<file path="src/rtl/circ335_pkg.sv">
// Shared types and defaults for the circ335 response monitor.
// Holds the FSM state encoding, default timing constants and the expected-output pair.
package circ335_pkg;

  typedef enum logic [1:0] {
    StIdle      = 2'd0,
    StWaitMatch = 2'd1,
    StStable    = 2'd2,
    StDone      = 2'd3
  } state_e;

  localparam int unsigned DefMaxWait      = 200;
  localparam int unsigned DefStableCycles = 4;

  typedef struct packed {
    logic d;
    logic e;
  } exp_t;

endpackage

</file>
<file path="src/rtl/sync2.sv">
// Two-flop synchronizer with synchronous active-high reset to zero.
module sync2 #(
  parameter int unsigned W = 1
) (
  input  logic         i_clock,
  input  logic         i_reset,
  input  logic [W-1:0] i_d,
  output logic [W-1:0] o_q
);

  logic [W-1:0] r_s1;
  logic [W-1:0] r_s2;

  always_ff @(posedge i_clock) begin
    if (i_reset) begin
      r_s1 <= '0;
      r_s2 <= '0;
    end else begin
      r_s1 <= i_d;
      r_s2 <= r_s1;
    end
  end

  assign o_q = r_s2;

endmodule

</file>
<file path="src/rtl/circ335_resp_monitor.sv">
// Response monitor for circ335: waits for synchronized D/E to match and stay stable,
// reporting settling latency, glitch count and timeout.
module circ335_resp_monitor
  import circ335_pkg::*;
#(
  parameter int unsigned CW            = 8,
  parameter int unsigned MAX_WAIT      = DefMaxWait,
  parameter int unsigned STABLE_CYCLES = DefStableCycles,
  parameter int unsigned GW            = 4
) (
  input  logic          i_clock,
  input  logic          i_reset,
  input  logic          i_start,
  input  logic          i_exp_d,
  input  logic          i_exp_e,
  input  logic          i_d_in,
  input  logic          i_e_in,
  output logic          o_busy,
  output logic          o_done,
  output logic          o_pass,
  output logic          o_timeout,
  output logic [CW-1:0] o_latency,
  output logic [GW-1:0] o_glitch_cnt
);

  localparam int unsigned SW = (STABLE_CYCLES > 1) ? $clog2(STABLE_CYCLES) : 1;
  localparam logic [CW-1:0] LastWait = CW'(MAX_WAIT - 1);
  localparam logic [SW-1:0] LastStab = SW'(STABLE_CYCLES - 1);

  logic [1:0] w_sync;
  exp_t       w_obs;
  logic       w_match;

  sync2 #(
    .W(2)
  ) u_sync (
    .i_clock(i_clock),
    .i_reset(i_reset),
    .i_d    ({i_d_in, i_e_in}),
    .o_q    (w_sync)
  );

  state_e        r_state,   w_state_nxt;
  exp_t          r_exp,     w_exp_nxt;
  logic [CW-1:0] r_cnt,     w_cnt_nxt;
  logic [SW-1:0] r_stab,    w_stab_nxt;
  logic          r_pass,    w_pass_nxt;
  logic          r_timeout, w_timeout_nxt;
  logic [CW-1:0] r_latency, w_latency_nxt;
  logic [GW-1:0] r_glitch,  w_glitch_nxt;

  assign w_obs   = '{d: w_sync[1], e: w_sync[0]};
  assign w_match = (w_obs == r_exp);

  always_ff @(posedge i_clock) begin
    if (i_reset) begin
      r_state   <= StIdle;
      r_exp     <= '0;
      r_cnt     <= '0;
      r_stab    <= '0;
      r_pass    <= 1'b0;
      r_timeout <= 1'b0;
      r_latency <= '0;
      r_glitch  <= '0;
    end else begin
      r_state   <= w_state_nxt;
      r_exp     <= w_exp_nxt;
      r_cnt     <= w_cnt_nxt;
      r_stab    <= w_stab_nxt;
      r_pass    <= w_pass_nxt;
      r_timeout <= w_timeout_nxt;
      r_latency <= w_latency_nxt;
      r_glitch  <= w_glitch_nxt;
    end
  end

  always_comb begin
    w_state_nxt   = r_state;
    w_exp_nxt     = r_exp;
    w_cnt_nxt     = r_cnt;
    w_stab_nxt    = r_stab;
    w_pass_nxt    = r_pass;
    w_timeout_nxt = r_timeout;
    w_latency_nxt = r_latency;
    w_glitch_nxt  = r_glitch;

    case (r_state)
      StIdle: begin
        if (i_start) begin
          w_exp_nxt     = '{d: i_exp_d, e: i_exp_e};
          w_cnt_nxt     = '0;
          w_stab_nxt    = '0;
          w_latency_nxt = '0;
          w_glitch_nxt  = '0;
          w_pass_nxt    = 1'b0;
          w_timeout_nxt = 1'b0;
          w_state_nxt   = StWaitMatch;
        end
      end

      StWaitMatch: begin
        if (w_match) begin
          w_latency_nxt = r_cnt;
          w_stab_nxt    = SW'(1);
          if (STABLE_CYCLES == 1) begin
            w_pass_nxt  = 1'b1;
            w_state_nxt = StDone;
          end else begin
            w_state_nxt = StStable;
          end
        end else if (r_cnt >= LastWait) begin
          w_timeout_nxt = 1'b1;
          w_pass_nxt    = 1'b0;
          w_state_nxt   = StDone;
        end else begin
          w_cnt_nxt = r_cnt + 1'b1;
        end
      end

      StStable: begin
        if (!w_match) begin
          if (r_glitch != '1) begin
            w_glitch_nxt = r_glitch + 1'b1;
          end
          // The wait budget is shared across every WAIT_MATCH visit, so an
          // exhausted budget ends the run here rather than letting cnt grow.
          if (r_cnt >= LastWait) begin
            w_timeout_nxt = 1'b1;
            w_pass_nxt    = 1'b0;
            w_state_nxt   = StDone;
          end else begin
            w_cnt_nxt   = r_cnt + 1'b1;
            w_state_nxt = StWaitMatch;
          end
        end else if (r_stab == LastStab) begin
          w_pass_nxt  = 1'b1;
          w_state_nxt = StDone;
        end else begin
          w_stab_nxt = r_stab + 1'b1;
        end
      end

      StDone: begin
        w_state_nxt = StIdle;
      end

      default: begin
        w_state_nxt = StIdle;
      end
    endcase
  end

  assign o_busy       = (r_state == StWaitMatch) || (r_state == StStable);
  assign o_done       = (r_state == StDone);
  assign o_pass       = r_pass;
  assign o_timeout    = r_timeout;
  assign o_latency    = r_latency;
  assign o_glitch_cnt = r_glitch;

endmodule

</file>
<file path="config.mk">
export PLATFORM = sky130hd
export DESIGN_NAME = circ335_resp_monitor
export DESIGN_NICKNAME = d
export VERILOG_FILES = /design/src/rtl/circ335_pkg.sv /design/src/rtl/sync2.sv /design/src/rtl/circ335_resp_monitor.sv
export SDC_FILE = /design/constraint.sdc
export NUM_CORES = 1
export LEC_CHECK = 0
export ABC_AREA = 0
export BUFFER_PORTS_ARGS = -buffer_cell sky130_fd_sc_hd__buf_2
export CORE_MARGIN = 2
export CORE_UTILIZATION = 50
export CTS_CLUSTER_DIAMETER = 60
export DETAILED_ROUTE_END_ITERATION = 8
export HOLD_SLACK_MARGIN = 0.02
export PLACE_DENSITY_LB_ADDON = 0.12
export SKIP_LAST_GASP = 1
export SLEW_MARGIN = 15
export SYNTH_ARGS = -nofsm -noshare
export SYNTH_HDL_FRONTEND = slang
export SYNTH_SLANG_ARGS = --single-unit
</file>
<file path="constraint.sdc">
create_clock -name i_clock -period 1.94 [get_ports i_clock]
set_input_delay 0.291 -clock i_clock [delete_from_list [all_inputs] [get_ports i_clock]]
set_output_delay 0.291 -clock i_clock [all_outputs]
set_load 0.1 [all_outputs]
</file>
# [Word level (Yosys, flattened, before mapping)]
# Cells that the tools add are included.
[word_totals] reg_bits=32 wordCells=79
[classes] magnitude_cmp=1 muxes=31 n_reduce_logical=15 add_sub_neg=3 n_eq_ne=18
[ops] cell="8-bit two-way mux" count=4
[ops] cell="8-bit one-hot mux with 2 select lines" count=2
[ops] cell="2-bit two-way mux" count=10
[ops] cell="2-bit != test, second input constant" count=9
[ops] cell="4-bit AND reduction" count=4
[ops] cell="4-bit two-way mux" count=3
[ops] cell="8-bit by 1-bit adder with 8-bit output, second input constant" count=1
[ops] cell="8-bit >= comparator, second input constant" count=1
[ops] cell="2-bit one-hot mux with 4 select lines" count=1
[ops] cell="4-bit one-hot mux with 2 select lines" count=1
[ops] cell="1-bit two-way mux" count=7
[ops] cell="2-bit equality test, second input constant" count=3
[ops] cell="3-bit != test, second input constant" count=2
[ops] cell="2-bit one-hot mux with 3 select lines" count=1
[ops] cell="3-bit AND reduction" count=2
[ops] cell="2-bit nonzero test" count=3
[ops] cell="5-bit AND reduction" count=1
[ops] cell="4-bit by 1-bit adder with 4-bit output, second input constant" count=1
[ops] cell="4-bit != test, second input constant" count=1
[ops] cell="1-bit one-hot mux with 3 select lines" count=1
[ops] cell="3-bit nonzero test" count=1
[ops] cell="2-bit by 1-bit adder with 2-bit output, second input constant" count=1
[ops] cell="2-bit by 1-bit equality test with 1-bit output, second input constant" count=1
[ops] cell="2-bit equality test" count=1
[ops] cell="other kinds (6)" count=6

# [Longest topological paths before layout]
[logic_depth] depth_word=4 depth_mapped=8 mapped_depth_nobuf=7

# [Modules after synthesis]
# From an unflattened synthesis, not the netlist that was laid out.
[hier_totals] cells_unflattened=181 area_unflattened_um2=1671.6
[modules_own_cells] mod="circ335_resp_monitor" n_inst=1 area_per_inst_um2=1566.5 cells_each=173 seq_area_each_um2=560.5
[modules_own_cells] mod="sync2" n_inst=1 area_per_inst_um2=105.1 cells_each=8 seq_area_each_um2=80.1

# [Worst setup path before layout]
# Ideal clock, no wire load.
[synth_timing] path_kind="register to register" startpoint="reg r_state[1]" endpoint="reg r_cnt[3]" t_required_ns=1.869 stages_incl_launch_ff=7 path_buffers=1 slack_ns=-0.511 arrival_time_ns=2.381 period_less_slack_ns=2.451 path_cell_list="dfxtp_1 -> inv_1 -> ha_1 -> clkbuf_1 -> nand3b_1 -> or4_1 -> a21oi_1"
[synth_via] elab_chain_len=4 elab_cells_between_ends=10 classes_between="eq/ne: 5; mux: 1; reduce/logical: 4"
[synth_lines] element="start: declaration" line_no="circ335_resp_monitor.sv:43" rtl="state_e r_state, w_state_nxt;"
[synth_lines] element="start signal: assignment" line_no="circ335_resp_monitor.sv:57" rtl="r_state <= StIdle;"
[synth_lines] element="start signal: assignment" line_no="circ335_resp_monitor.sv:66" rtl="r_state <= w_state_nxt;"
[synth_lines] element="2-bit by 1-bit equality test with 1-bit output or 2-bit equality test (tied branches)" line_no="circ335_resp_monitor.sv:87" rtl="case (r_state)"
[synth_lines] element="2-bit OR reduction (no line)"
[synth_lines] element="2-bit != test (no line) or 2-bit nonzero test (tied branches)"
[synth_lines] element="4-bit AND reduction (no line)"
[synth_lines] element="end signal: assignment" line_no="circ335_resp_monitor.sv:68" rtl="r_cnt <= w_cnt_nxt;"
[synth_lines] element="end: declaration" line_no="circ335_resp_monitor.sv:45" rtl="logic [CW-1:0] r_cnt, w_cnt_nxt;"
# Several ways; a longest one is shown, not always the timed one.
# A chain may end at the register's enable or synchronous reset.

# [Worst setup path in the final report]
[layout_timing] startpoint="reg r_cnt[0]" endpoint="reg r_cnt[3]"
[layout_via] elab_chain_len=4 elab_cells_between_ends=7 classes_between="add/sub: 1; order compare: 1; eq/ne: 1; mux: 3; reduce/logical: 1"
[layout_lines] element="8-bit by 1-bit adder with 8-bit output" line_no="circ335_resp_monitor.sv:116, circ335_resp_monitor.sv:132"
[layout_lines] element="8-bit two-way mux" line_no="circ335_resp_monitor.sv:111, circ335_resp_monitor.sv:127"
[layout_lines] element="8-bit two-way mux" line_no="circ335_resp_monitor.sv:121" rtl="if (!w_match) begin"
[layout_lines] element="8-bit one-hot mux with 2 select lines" line_no="circ335_resp_monitor.sv:87"
# Several ways; a longest one is shown, not always the timed one. The select of a mux whose other input is x is not followed.

==> flow_summary_export.csv <==
group,metric,value,unit
route,vias,1498,
global_route,grt_use_total,0.236,
layout,final_cell_mix,"27 x dfxtp_1, 21 x buf_2, 18 x a21oi_1",
power_and_ir_drop,power.density,1210,nW/µm²
clocking,clk_path_buf_depth,2,
floorplanning,dieArea,3640,µm²
yosys,syn_nets,198,
critical_path,cp_max_fo,10,
global_route,grt_max_degree,26,
route,ant_nets,0,
power_and_ir_drop,p_leak,0.768,nW
floorplanning,die_h,60.4,µm
global_route,grt_overflow,0,
timing,slew_headroom,0.679,
route,routedWlPerCell,14.7,µm
job,cap_violations,0,
timing,rsz0062_at_grt,"true",
yosys,netlist_area,1590,µm²
timing,worst_pin_slew,0.480,ns
power_and_ir_drop,ir_drop,0.603,mV
route,post-route-drc-count,0,
floorplanning,coreArea,3030,µm²
floorplanning,initial_core_util,0.524,
placed_design,dpl.hpwl,2.79,mm
placed_design,portBuffers,22,
layout,mostFrequentLayoutCell,"dfxtp_1",
critical_path,critical_path_required,2.21,ns
layout,n_fill_cell,277,
floorplanning,die_w,60.4,µm
yosys,yosysWarningCount,0,
timing,setup_viol,0,
route,drt_iter0_drc,109,
timing,fin_hold_ws,0.176,ns
critical_path,worstSetupStartpointType,"register",
route,viasPerCell,5.63,
timing,fin_skew,0.0152,ns
layout,antenna_cells,0,
layout,utilization,0.651,
layout,areaGrowthSynthToFinish,24.2,%
floorplanning,num_rows,20,
global_route,grt_pass1_wl,6.36,mm
timing,timing.fmax,527,MHz
clocking,clock_latency,0.33,ns
yosys,netlist_instances,184,
clocking,cts_tree,"built",
layout,layout-drive-gt1-share,0.270,
min_path,hold_class,"in -> reg",
clocking,cts_root_buf,"clkbuf_4",
timing,drv_slew,0,
floorplanning,design.portCount,23,
layout,nNetsFinal,235,
clocking,numCtsBuffers,5,
yosys,synth_async_sr_flop_share,0,
yosys,synth_flop_cell,"dfxtp_1",
yosys,synth.avg_cell_area,8.63,µm²
yosys,ys_types,39,
global_route,antenna_found_initial,0,
route,finalWirelength,3.91,mm
critical_path,cp.arrival,2.17,ns
critical_path,cp-end-kind,"register",
status,status,"finished, final reports clean",
route,drt_pre_antenna_iters,4,
yosys,yosysSeqAreaShare,0.403,
timing,fin_crit_sh,0.977,
layout,regArea,647,µm²
layout,multi_input_area,928,µm²
clocking,cts_max_level,2,
clocking,cts.sinks,32,
global_route,grt_pass1_vias,1437,
timing,hold_viol_final,0,
yosys,synth_edf_count,0,
timing,period_minus_slack,1.90,ns
timing,finalSetupTns,0,ns
clocking,cts.reportedPaths.clkPinSlew,0.10,ns
yosys,ys_ff_latch,32,
placed_design,gp_congestion,0.919,
critical_path,crit_type,"reg -> reg",
==> sequential cells by signal (all words and copies together) (netlist names) <==
register / cells
u_sync.r_s1: 2
r_exp: 2
r_cnt: 8
o_timeout: 1
u_sync.o_q: 2
r_state: 2
o_latency: 8
o_pass: 1
o_glitch_cnt: 4
r_stab: 2
==> worst paths after layout <==
check                                          startpoint                   endpoint  slack (ns)  cells past startpoint
worst max-delay path                r_cnt[0]$_SDFFE_PP0P_      r_cnt[3]$_SDFFE_PP0P_        0.04                      6
worst min register to register  u_sync.r_s1[0]$_SDFF_PP0_   u_sync.o_q[0]$_SDFF_PP0_        0.44                      1
worst max register to register      r_cnt[0]$_SDFFE_PP0P_      r_cnt[3]$_SDFFE_PP0P_        0.04                      6
worst min-delay path                               i_e_in  u_sync.r_s1[0]$_SDFF_PP0_        0.18                      2
==> per-stage QoR <==
| step | setup WS [ns] | cells | cell area (µm²) | power (W) |
|---|---|---|---|---|
| 2_1_floorplan | -0.0263 | 184 | 1620 | 0.00165 |
| 3_3_place_gp | 0.0656 | 257 | 1880 | 0.00191 |
| 3_5_place_dp | -0.0273 | 257 | 1880 | 0.00194 |
| 4_1_cts | 0.00328 | 265 | 1930 | 0.00234 |
| 5_1_grt | -0.0221 | 266 | 1970 | 0.00252 |
| 6_report | 0.0437 | 266 | 1970 | 0.00239 |
==> cell families (layout without fill, tap and decap cells) <==
family          after synthesis  count (layout)  synth area share
simple gates                 69              69             0.220
compound gates               51              51             0.228
flops                        32              32             0.403
buf+inv                      16              54            0.0433
xor+xnor                      8               8            0.0441
fa+ha+maj                     7               7            0.0552
mux                           1               1           0.00630
==> cell type report <==
| class | count | area share |
|---|---|---|
| clock buffer | 8 | 0.0298 |
| sequential | 32 | 0.328 |
| timing repair buffer | 39 | 0.130 |
| multi-input combinational | 136 | 0.471 |
| tap | 44 | 0.0279 |
| inverter | 7 | 0.0133 |
==> critical path, cell delays in order (launching register included) <==
cell,delay [ns]
dfxtp_2,0.35
ha_4,0.17
a2111oi_4,0.36
o22ai_2,0.16
buf_6,0.17
or4_1,0.50
a21oi_1,0.14
==> layer usage <==
layer	up-vias	GRT usage	wire length [µm]
li1	733	-	-
met3	2	0.0661	238
met2	58	0.396	1980
met1	705	0.292	1670
met5	-	0	0
met4	0	0.0794	19
==> what timing repair did <==
action,in CTS,in global routing
endpoints found under the setup margin,3,16
pin swaps,1,2
buffers inserted,0,1
resized for setup,0,8
endpoints found under the hold margin,0,0
hold buffers,0,0
gates cloned,0,0
==> power breakdown <==
| group | internal (W) | leakage (nW) | switching, W |
|---|---|---|---|
| Combinational | 0.000448 | 0.474 | 0.000794 |
| Sequential | 0.000707 | 0.262 | 0.0000447 |
| Clock | 0.000179 | 0.0326 | 0.000221 |
==> synth_stat cells, types with 2 or more instances <==
library cell / count / share of area
nand3_1: 9 / 0.028
o21bai_1: 2 / 0.0095
o21ai_1: 6 / 0.019
ha_1: 7 / 0.055
dfxtp_1: 32 / 0.40
or2_1: 2 / 0.0079
or4_1: 2 / 0.0095
a2111oi_4: 2 / 0.035
nor2_1: 14 / 0.033
o21ai_0: 4 / 0.013
a211oi_1: 4 / 0.019
clkbuf_1: 7 / 0.017
nand3b_1: 2 / 0.0095
a31oi_1: 2 / 0.0079
o221ai_1: 2 / 0.011
a21o_1: 2 / 0.0095
nand2_1: 17 / 0.040
xnor2_1: 6 / 0.033
o21a_1: 3 / 0.014
xor2_1: 2 / 0.011
nand4_1: 10 / 0.039
nor2b_1: 5 / 0.020
nand2b_1: 3 / 0.012
inv_1: 7 / 0.017
a21oi_1: 18 / 0.057
Power figures use the tool's default switching activity.
